==> src/rtl/rv32_mem_dump_engine.sv <==
// Memory-dump engine: walks a byte range of data memory through a read-only
// side port and streams each byte out on a valid/ready interface, marking
// end-of-line and the final byte.
//
// state  | meaning
// -------+-----------------------------------------------------------
// S_IDLE | waiting for start; abort ignored
// S_REQ  | read strobe for byte idx at base+idx
// S_WAIT | read data returns; capture it into the output register
// S_OUT  | byte presented, waiting for handshake
// S_FIN  | one-cycle done pulse, then back to idle
module rv32_mem_dump_engine #(
  parameter int unsigned ADDR_WIDTH     = 32,
  parameter int unsigned LEN_WIDTH      = 16,
  parameter int unsigned BYTES_PER_LINE = 16
) (
  input  logic                  clk_i,
  input  logic                  reset_n_i,
  input  logic                  start_i,
  input  logic                  abort_i,
  input  logic [ADDR_WIDTH-1:0] base_addr_i,
  input  logic [LEN_WIDTH-1:0]  length_i,
  output logic                  busy_o,
  output logic                  done_o,
  output logic                  mem_rd_en_o,
  output logic [ADDR_WIDTH-1:0] mem_rd_addr_o,
  input  logic [7:0]            mem_rd_data_i,
  output logic                  out_valid_o,
  input  logic                  out_ready_i,
  output logic [7:0]            out_data_o,
  output logic                  out_eol_o,
  output logic                  out_last_o
);

  // Position within the current line is tracked by its own wrapping counter,
  // so no modulo by BYTES_PER_LINE is needed.
  localparam int unsigned LINE_W = (BYTES_PER_LINE > 1) ? $clog2(BYTES_PER_LINE) : 1;
  localparam logic [LINE_W-1:0] LINE_MAX = LINE_W'(BYTES_PER_LINE - 1);
  localparam logic [LINE_W-1:0] LINE_ONE = LINE_W'(1);
  localparam logic [LEN_WIDTH-1:0] LEN_ONE = LEN_WIDTH'(1);

  typedef enum logic [2:0] {S_IDLE, S_REQ, S_WAIT, S_OUT, S_FIN} state_e;

  state_e                state_q, state_d;
  logic [ADDR_WIDTH-1:0] base_q, base_d;
  logic [LEN_WIDTH-1:0]  len_q, len_d;
  logic [LEN_WIDTH-1:0]  idx_q, idx_d;
  logic [LINE_W-1:0]     line_q, line_d;
  logic                  valid_q, valid_d;
  logic [7:0]            data_q, data_d;
  logic                  eol_q, eol_d;
  logic                  last_q, last_d;
  logic                  is_last;
  logic                  line_end;

  assign is_last  = (idx_q == len_q - LEN_ONE);
  assign line_end = (line_q == LINE_MAX);

  // State and datapath registers.
  always_ff @(posedge clk_i or negedge reset_n_i) begin
    if (!reset_n_i) begin
      state_q <= S_IDLE;
      base_q  <= '0;
      len_q   <= '0;
      idx_q   <= '0;
      line_q  <= '0;
      valid_q <= 1'b0;
      data_q  <= '0;
      eol_q   <= 1'b0;
      last_q  <= 1'b0;
    end else begin
      state_q <= state_d;
      base_q  <= base_d;
      len_q   <= len_d;
      idx_q   <= idx_d;
      line_q  <= line_d;
      valid_q <= valid_d;
      data_q  <= data_d;
      eol_q   <= eol_d;
      last_q  <= last_d;
    end
  end

  // Next-state logic; abort wins over a simultaneous handshake.
  always_comb begin
    state_d = state_q;
    base_d  = base_q;
    len_d   = len_q;
    idx_d   = idx_q;
    line_d  = line_q;
    valid_d = valid_q;
    data_d  = data_q;
    eol_d   = eol_q;
    last_d  = last_q;
    case (state_q)
      S_IDLE: begin
        if (start_i) begin
          if (length_i != '0) begin
            base_d  = base_addr_i;
            len_d   = length_i;
            idx_d   = '0;
            line_d  = '0;
            state_d = S_REQ;
          end else begin
            state_d = S_FIN;
          end
        end
      end
      S_REQ: begin
        state_d = abort_i ? S_IDLE : S_WAIT;
      end
      S_WAIT: begin
        if (abort_i) begin
          state_d = S_IDLE;
        end else begin
          data_d  = mem_rd_data_i;
          valid_d = 1'b1;
          eol_d   = line_end || is_last;
          last_d  = is_last;
          state_d = S_OUT;
        end
      end
      S_OUT: begin
        if (abort_i) begin
          valid_d = 1'b0;
          state_d = S_IDLE;
        end else if (out_ready_i) begin
          valid_d = 1'b0;
          if (last_q) begin
            state_d = S_FIN;
          end else begin
            idx_d   = idx_q + LEN_ONE;
            line_d  = line_end ? '0 : line_q + LINE_ONE;
            state_d = S_REQ;
          end
        end
      end
      S_FIN: begin
        state_d = S_IDLE;
      end
      default: begin
        valid_d = 1'b0;
        state_d = S_IDLE;
      end
    endcase
  end

  assign busy_o        = (state_q == S_REQ) || (state_q == S_WAIT) || (state_q == S_OUT);
  assign done_o        = (state_q == S_FIN);
  assign mem_rd_en_o   = (state_q == S_REQ);
  assign mem_rd_addr_o = (state_q == S_REQ) ? base_q + ADDR_WIDTH'(idx_q) : '0;
  assign out_valid_o   = valid_q;
  assign out_data_o    = data_q;
  assign out_eol_o     = eol_q;
  assign out_last_o    = last_q;

endmodule

==> config.mk <==
export PLATFORM = sky130hd
export DESIGN_NAME = rv32_mem_dump_engine
export DESIGN_NICKNAME = d
export VERILOG_FILES = /design/src/rtl/rv32_mem_dump_engine.sv
export SDC_FILE = /design/constraint.sdc
export NUM_CORES = 1
export LEC_CHECK = 0
export BUFFER_PORTS_ARGS = -buffer_cell sky130_fd_sc_hd__buf_2
export CORE_ASPECT_RATIO = 1.5
export CORE_MARGIN = 2
export CORE_UTILIZATION = 60
export CTS_CLUSTER_SIZE = 12
export DETAILED_ROUTE_END_ITERATION = 7
export GPL_TIMING_DRIVEN = 0
export PLACE_DENSITY = 0.82
export SYNTH_ARGS = -nofsm -noshare
export SYNTH_HDL_FRONTEND = slang
export SYNTH_SLANG_ARGS = --single-unit
==> constraint.sdc <==
create_clock -name clk_i -period 4 [get_ports clk_i]
set_input_delay 0.6 -clock clk_i [delete_from_list [all_inputs] [get_ports clk_i]]
set_output_delay 0.6 -clock clk_i [all_outputs]
set_load 0.05 [all_outputs]
# Word-level counts from Yosys, hierarchy flattened
# Index checks and enable logic that the tools add are counted.
totals:
  word_cells: 66
  ff_bits: 82
  output_inout_bits: 46
  in_bits: 61
op_classes:
  bitwise: 2
  addsub: 4
  eq_ne: 13
  reduce_logical: 12
  muxes: 26
op_table:
  columns: ["cell", "n"]
  rows:
  - ["$mux W16", 5]
  - ["$add A32 B16 Y32", 1]
  - ["$mux W32", 1]
  - ["$pmux W16 S2", 1]
  - ["$mux W4", 6]
  - ["$add A16 B1 Y16 const B", 1]
  - ["$eq A16 B16 Y1", 1]
  - ["$reduce_bool A16 Y1", 1]
  - ["$sub A16 B1 Y16 const B", 1]
  - ["$mux W3", 5]
  - ["$ne A2 B2 Y1 const B", 6]
  - ["$pmux W3 S4", 1]
  - ["$pmux W4 S2", 1]
  - ["$eq A3 B2 Y1 const B", 2]
  - ["$reduce_and A3 Y1", 2]
  - ["$reduce_and A6 Y1", 1]
  - ["$add A4 B1 Y4 const B", 1]
  - ["$eq A4 B4 Y1 const B", 1]
  - ["$mux W2", 2]
  - ["$reduce_and A2 Y1", 2]
  - ["$eq A3 B1 Y1 const B", 1]
  - ["$eq A3 B3 Y1 const B", 1]
  - ["$logic_not A3 Y1", 1]
  - ["$logic_or A1 B1 Y1", 3]
  - ["other kinds (6)", 9]

# Depth between registers and ports, before layout
logic_depth:
  ltp_word: 6
  depth_mapped: 8
  ltp_nobuf: 8

# Worst setup path after synthesis
# No wires, ideal clock.
synth_timing:
  kind: "flip-flop to output port"
  start: "reg idx_q[0]"
  end: "out mem_rd_addr_o[26]"
  path_stages_with_launch: 9
  n_path_buf: 0
  arrival_ps: 3201
  path_slack_ps: 199
  required_time_ps: 3400
  cell_sequence: "dfrtp_1 > ha_1 > fa_1 > a21oi_1 > nor3b_1 > nor4_1 > or4_4 > a21oi_1 > o21ai_0"
synth_between:
  elab_chain_len: 2
synth_rtl:
  columns: ["element", "line", "rtl"]
  rows:
  - ["start, declared", "47", "logic [LEN_WIDTH-1:0] idx_q, idx_d;"]
  - ["start signal, assigned", "75", "idx_q <= idx_d;"]
  - ["$add A32 B16 Y32", "151", "assign mem_rd_addr_o = (state_q == S_REQ) ? base_q + ADDR_WIDTH'(idx_q) : '0;"]
  - ["$mux W32", "151", null]
  - ["end, declared", "26", "output logic [ADDR_WIDTH-1:0] mem_rd_addr_o,"]
# Every way passes these cells.

# Worst setup path after layout
layout_timing:
  start: "reg idx_q[0]"
  end: "out mem_rd_addr_o[20]"
# Same word-level chain as after synthesis.

==> implementation parameters <==
Parameter                              Value

Outcome
  Result of the run ... completed

Global route
  Most crowded layer after global routing ... met2
  GR met1 Demand/Resource ... 0.368
  Vias in the first global route ... about 5500
  GR Util met2 ... 0.578
  GR met3 Demand/Resource ... 0.0461
  Global-route wire length before repair ... ~25000 um
  Number of antenna violations at the first check in global routing ... 0
  Overflow left after global routing ... 0
  Global router's overall resource usage ... 0.331
  Largest net degree at the start of global routing ... 50

Floorplanning
  Core area ... between 8000 and 9000 um2
  Starting density of the core ... 0.622
  Die outline width ... a little over 80 um
  Std-Cell Rows ... 42
  Ports ... 107
  Height of the die ... ~120 um
  Die Area ... ~10000 um2

Route
  Average wire length per cell after detail routing ... around 17 um
  Routed vias ... 5624
  Count of nets left with antenna violations after detail routing ... 0
  Initial DRC Count ... 393
  Average via count per standard cell ... approximately 6.1
  Total wirelength of the detailed-routed design ... between 15000 and 20000 um
  Detailed-router iteration count before antenna repair ... 7
  Final routed DRC violation total ... 0

Final layout
  Area delta synth->final ... 18.6%
  Number of fillers in the final layout ... around 690
  Commonest non-fill, non-tap cells in the layout ... 195 x sky130_fd_sc_hd__nand2_1, 106 x sky130_fd_sc_hd__buf_2, 82 x sky130_fd_sc_hd__dfrtp_1
  Register cell area after layout ... ~2100 um2
  Final antenna diode count ... 0
  Most common library cell in the layout ignoring fill and taps ... sky130_fd_sc_hd__nand2_1
  Total Nets Final ... 888
  Area of the multi-input gates ... 3310 um2
  Final design utilization ... 0.737
  Proportion of layout cells with a drive suffix above 1 ... 0.185

Yosys
  Cell count after synthesis ... 689
  Synthesized Nets ... slightly below 800
  Number of unique standard cell types used by synthesis ... 70
  Share of synthesized flip-flops with an asynchronous set or reset ... 1.00
  Number of register bits inferred by synthesis ... 82
  Most used flip-flop cell after synthesis ... sky130_fd_sc_hd__dfrtp_1
  Number of synthesis warnings ... 0
  Post-synth EDFFs ... 0
  Synthesized area per cell ... around 8 um2
  Fraction of the yosys area taken by sequential cells ... 0.372
  Cell area after synthesis ... ~5500 um2

Clock tree
  Clock root buffer ... sky130_fd_sc_hd__clkbuf_16
  Setup repair bufs after CTS ... 0
  TritonCTS buffer count ... 9
  Clock slew seen by the registers of the worst setup and hold paths ... 0.07 ns
  CTS tree ... done
  # clock sinks ... 82
  Maximum count of clock buffers along a single path ... 2
  Maximum level of the CTS H-tree ... 3
  Worst-Skew Late Latency ... 0.35 ns

Timing
  Measured slew at the worst slew-check pin ... ~1.2 ns
  Final Cycle Share ... 0.958
  Number of setup violations in the final report ... 0
  Setup repair after global routing missed its margin ... false
  Min cycle time layout ... approximately 3.8 ns
  Worst slew margin ... 0.196
  Worst clock skew ... between 0.006 and 0.007 ns
  Total count of hold-check failures in the final report ... 0
  Setup TNS ... 0 ns
  Final-report max-slew violation count ... 0
  Max Clk Rate ... between 200 and 300 MHz

Critical path
  Path depth of the worst reg2reg path ... 8
  Largest fanout on the critical path ... 9
  Required time at the worst-slack endpoint ... around 3.4 ns
  Category of the most critical setup path ... flop to output port
  Data arrival, critical path ... 3.23 ns
  RR Startpoint ... len_q[0]$_DFFE_PN0P_
  Worst Setup Start Kind ... flop
  Worst setup slack for register-to-register paths ... between 1 and 1.5 ns
  Element type at the critical path end ... output port
  Crit Reg-Reg Endpoint ... out_eol_o$_DFFE_PN0P_

Power
  Maximum VDD drop ... approximately 0.43 mV
  Leak Pwr ... ~3.2 nW
  PD cells ... between 700 and 800 nW/um2

Placed design
  Port Buf Inserts ... between 100 and 150
  Placer congestion estimate ... 0.942
  DP Wirelength ... about 12000 um

Run
  Max Cap Viol ... 0

Min path
  Hold Crit Class ... input port to async pin
-- cells by family (layout without fill, tap and decap cells) --
logic type,count (synthesis),count (layout),share of synthesized area
flops,82,82,0.372
buf+inv,45,168,0.0324
compound gates,117,117,0.142
mux,6,6,0.0111
fa+ha+maj,20,20,0.0467
simple gates,379,379,0.330
xor+xnor,40,40,0.0660
-- registers in the layout, summed over array words and instances, names as in the netlist --
name / flops
out_valid_o: 1
base_q: 32
state_q: 3
out_data_o: 8
len_q: 16
out_last_o: 1
out_eol_o: 1
idx_q: 16
line_q: 4
-- metal layers --
metal,vias up,wire [um]
li1,2671,-
met1,2618,5830
met4,0,847
met2,276,8120
met3,59,1020
met5,-,0
-- synthesized netlist by cell type, types with 2 or more instances --
cell / count / area [um2]
sky130_fd_sc_hd__nand2_1: 195 / 732
sky130_fd_sc_hd__dfrtp_1: 82 / 2050
sky130_fd_sc_hd__nor2_1: 47 / 176
sky130_fd_sc_hd__nand3_1: 30 / 150
sky130_fd_sc_hd__xnor2_1: 30 / 263
sky130_fd_sc_hd__a21oi_1: 26 / 130
sky130_fd_sc_hd__o21ai_0: 25 / 125
sky130_fd_sc_hd__clkbuf_1: 24 / 90.1
sky130_fd_sc_hd__nor3_1: 20 / 100
sky130_fd_sc_hd__ha_1: 19 / 238
sky130_fd_sc_hd__nor4_1: 19 / 119
sky130_fd_sc_hd__inv_1: 15 / 56.3
sky130_fd_sc_hd__a21o_1: 10 / 75.1
sky130_fd_sc_hd__nor4b_1: 9 / 78.8
sky130_fd_sc_hd__xor2_1: 9 / 78.8
sky130_fd_sc_hd__a31oi_1: 8 / 50.1
sky130_fd_sc_hd__and3_1: 7 / 43.8
sky130_fd_sc_hd__nor3b_1: 7 / 52.6
sky130_fd_sc_hd__o31ai_1: 7 / 52.6
sky130_fd_sc_hd__a211oi_1: 6 / 45.0
sky130_fd_sc_hd__nand4_1: 6 / 37.5
sky130_fd_sc_hd__o211ai_1: 6 / 45.0
sky130_fd_sc_hd__and2_1: 5 / 31.3
sky130_fd_sc_hd__mux2i_1: 5 / 50.1
sky130_fd_sc_hd__nand2b_1: 5 / 31.3
sky130_fd_sc_hd__o21a_1: 4 / 30.0
sky130_fd_sc_hd__or4_1: 4 / 30.0
sky130_fd_sc_hd__a21boi_0: 3 / 22.5
sky130_fd_sc_hd__a311oi_1: 3 / 26.3
sky130_fd_sc_hd__and4_1: 3 / 26.3
sky130_fd_sc_hd__buf_1: 3 / 11.3
sky130_fd_sc_hd__a2111oi_0: 2 / 17.5
sky130_fd_sc_hd__a21bo_2: 2 / 20.0
sky130_fd_sc_hd__a22o_1: 2 / 17.5
sky130_fd_sc_hd__and4b_1: 2 / 20.0
sky130_fd_sc_hd__o2111ai_1: 2 / 17.5
sky130_fd_sc_hd__or3_1: 2 / 12.5
sky130_fd_sc_hd__or3b_2: 2 / 17.5
sky130_fd_sc_hd__or4b_2: 2 / 20.0
-- final cells by class --
| class | count | share of cell area |
|---|---|---|
| tap | 110 | 0.0210 |
| timing repair buffer | 107 | 0.0856 |
| clock inverter | 7 | 0.0124 |
| inverter | 15 | 0.00860 |
| clock buffer | 9 | 0.0344 |
| multi-input combinational | 562 | 0.506 |
| buffer | 30 | 0.0187 |
| sequential | 82 | 0.313 |
-- through the flow --
step / cells / worst slack (ns) / cell area, um2 / hold WS (ns) / power [mW]
3_3_place_gp: 905 / 0.389 / 6190 / 0.455 / 3.74
2_1_floorplan: 689 / 0.199 / 5520 / 0.304 / 3.18
3_5_place_dp: 906 / 0.296 / 6220 / 0.461 / 3.82
4_1_cts: 922 / 0.0202 / 6530 / 0.215 / 4.68
6_report: 922 / 0.168 / 6550 / 0.199 / 4.69
5_1_grt: 922 / 0.00482 / 6550 / 0.242 / 4.99
-- how the worst max path moves through the flow --
stage,from,to,slack [ns],depth (start not counted)
after floorplan,idx_q[0]$_DFFE_PN0P_,mem_rd_addr_o[26],0.20,8
after global placement,idx_q[0]$_DFFE_PN0P_,mem_rd_addr_o[20],0.39,9
after detailed placement,idx_q[0]$_DFFE_PN0P_,mem_rd_addr_o[20],0.30,9
after CTS,idx_q[0]$_DFFE_PN0P_,mem_rd_addr_o[26],0.02,9
after global routing,idx_q[0]$_DFFE_PN0P_,mem_rd_addr_o[14],0.005,9
final,idx_q[0]$_DFFE_PN0P_,mem_rd_addr_o[20],0.17,9
-- repair_timing --
| action | CTS | global route |
|---|---|---|
| hold buffers | 0 | 0 |
| resized for setup | 1 | 3 |
| setup endpoints to repair | 9 | 11 |
-- critical path, cell delays in order, from the launching register on --
cell and delay (ns):
sky130_fd_sc_hd__dfrtp_1 0.47, sky130_fd_sc_hd__ha_1 0.27, sky130_fd_sc_hd__fa_1 0.41, sky130_fd_sc_hd__a21oi_1 0.23, sky130_fd_sc_hd__nor3b_2 0.11, sky130_fd_sc_hd__nor4_2 0.48, sky130_fd_sc_hd__o31ai_2 0.31, sky130_fd_sc_hd__a21o_1 0.24
sky130_fd_sc_hd__nand3_1 0.09, sky130_fd_sc_hd__buf_2 0.27
-- power by group --
part | internal [mW] | leakage (nW) | total (mW) | switching (mW)
clock | 0.494 | 0.147 | 0.867 | 0.373
sequential | 1.12 | 1.05 | 1.41 | 0.295
combinational | 0.727 | 1.96 | 2.41 | 1.68
total | 2.34 | 3.16 | 4.69 | 2.35
Note: power is estimated with default switching activity, not from simulation.
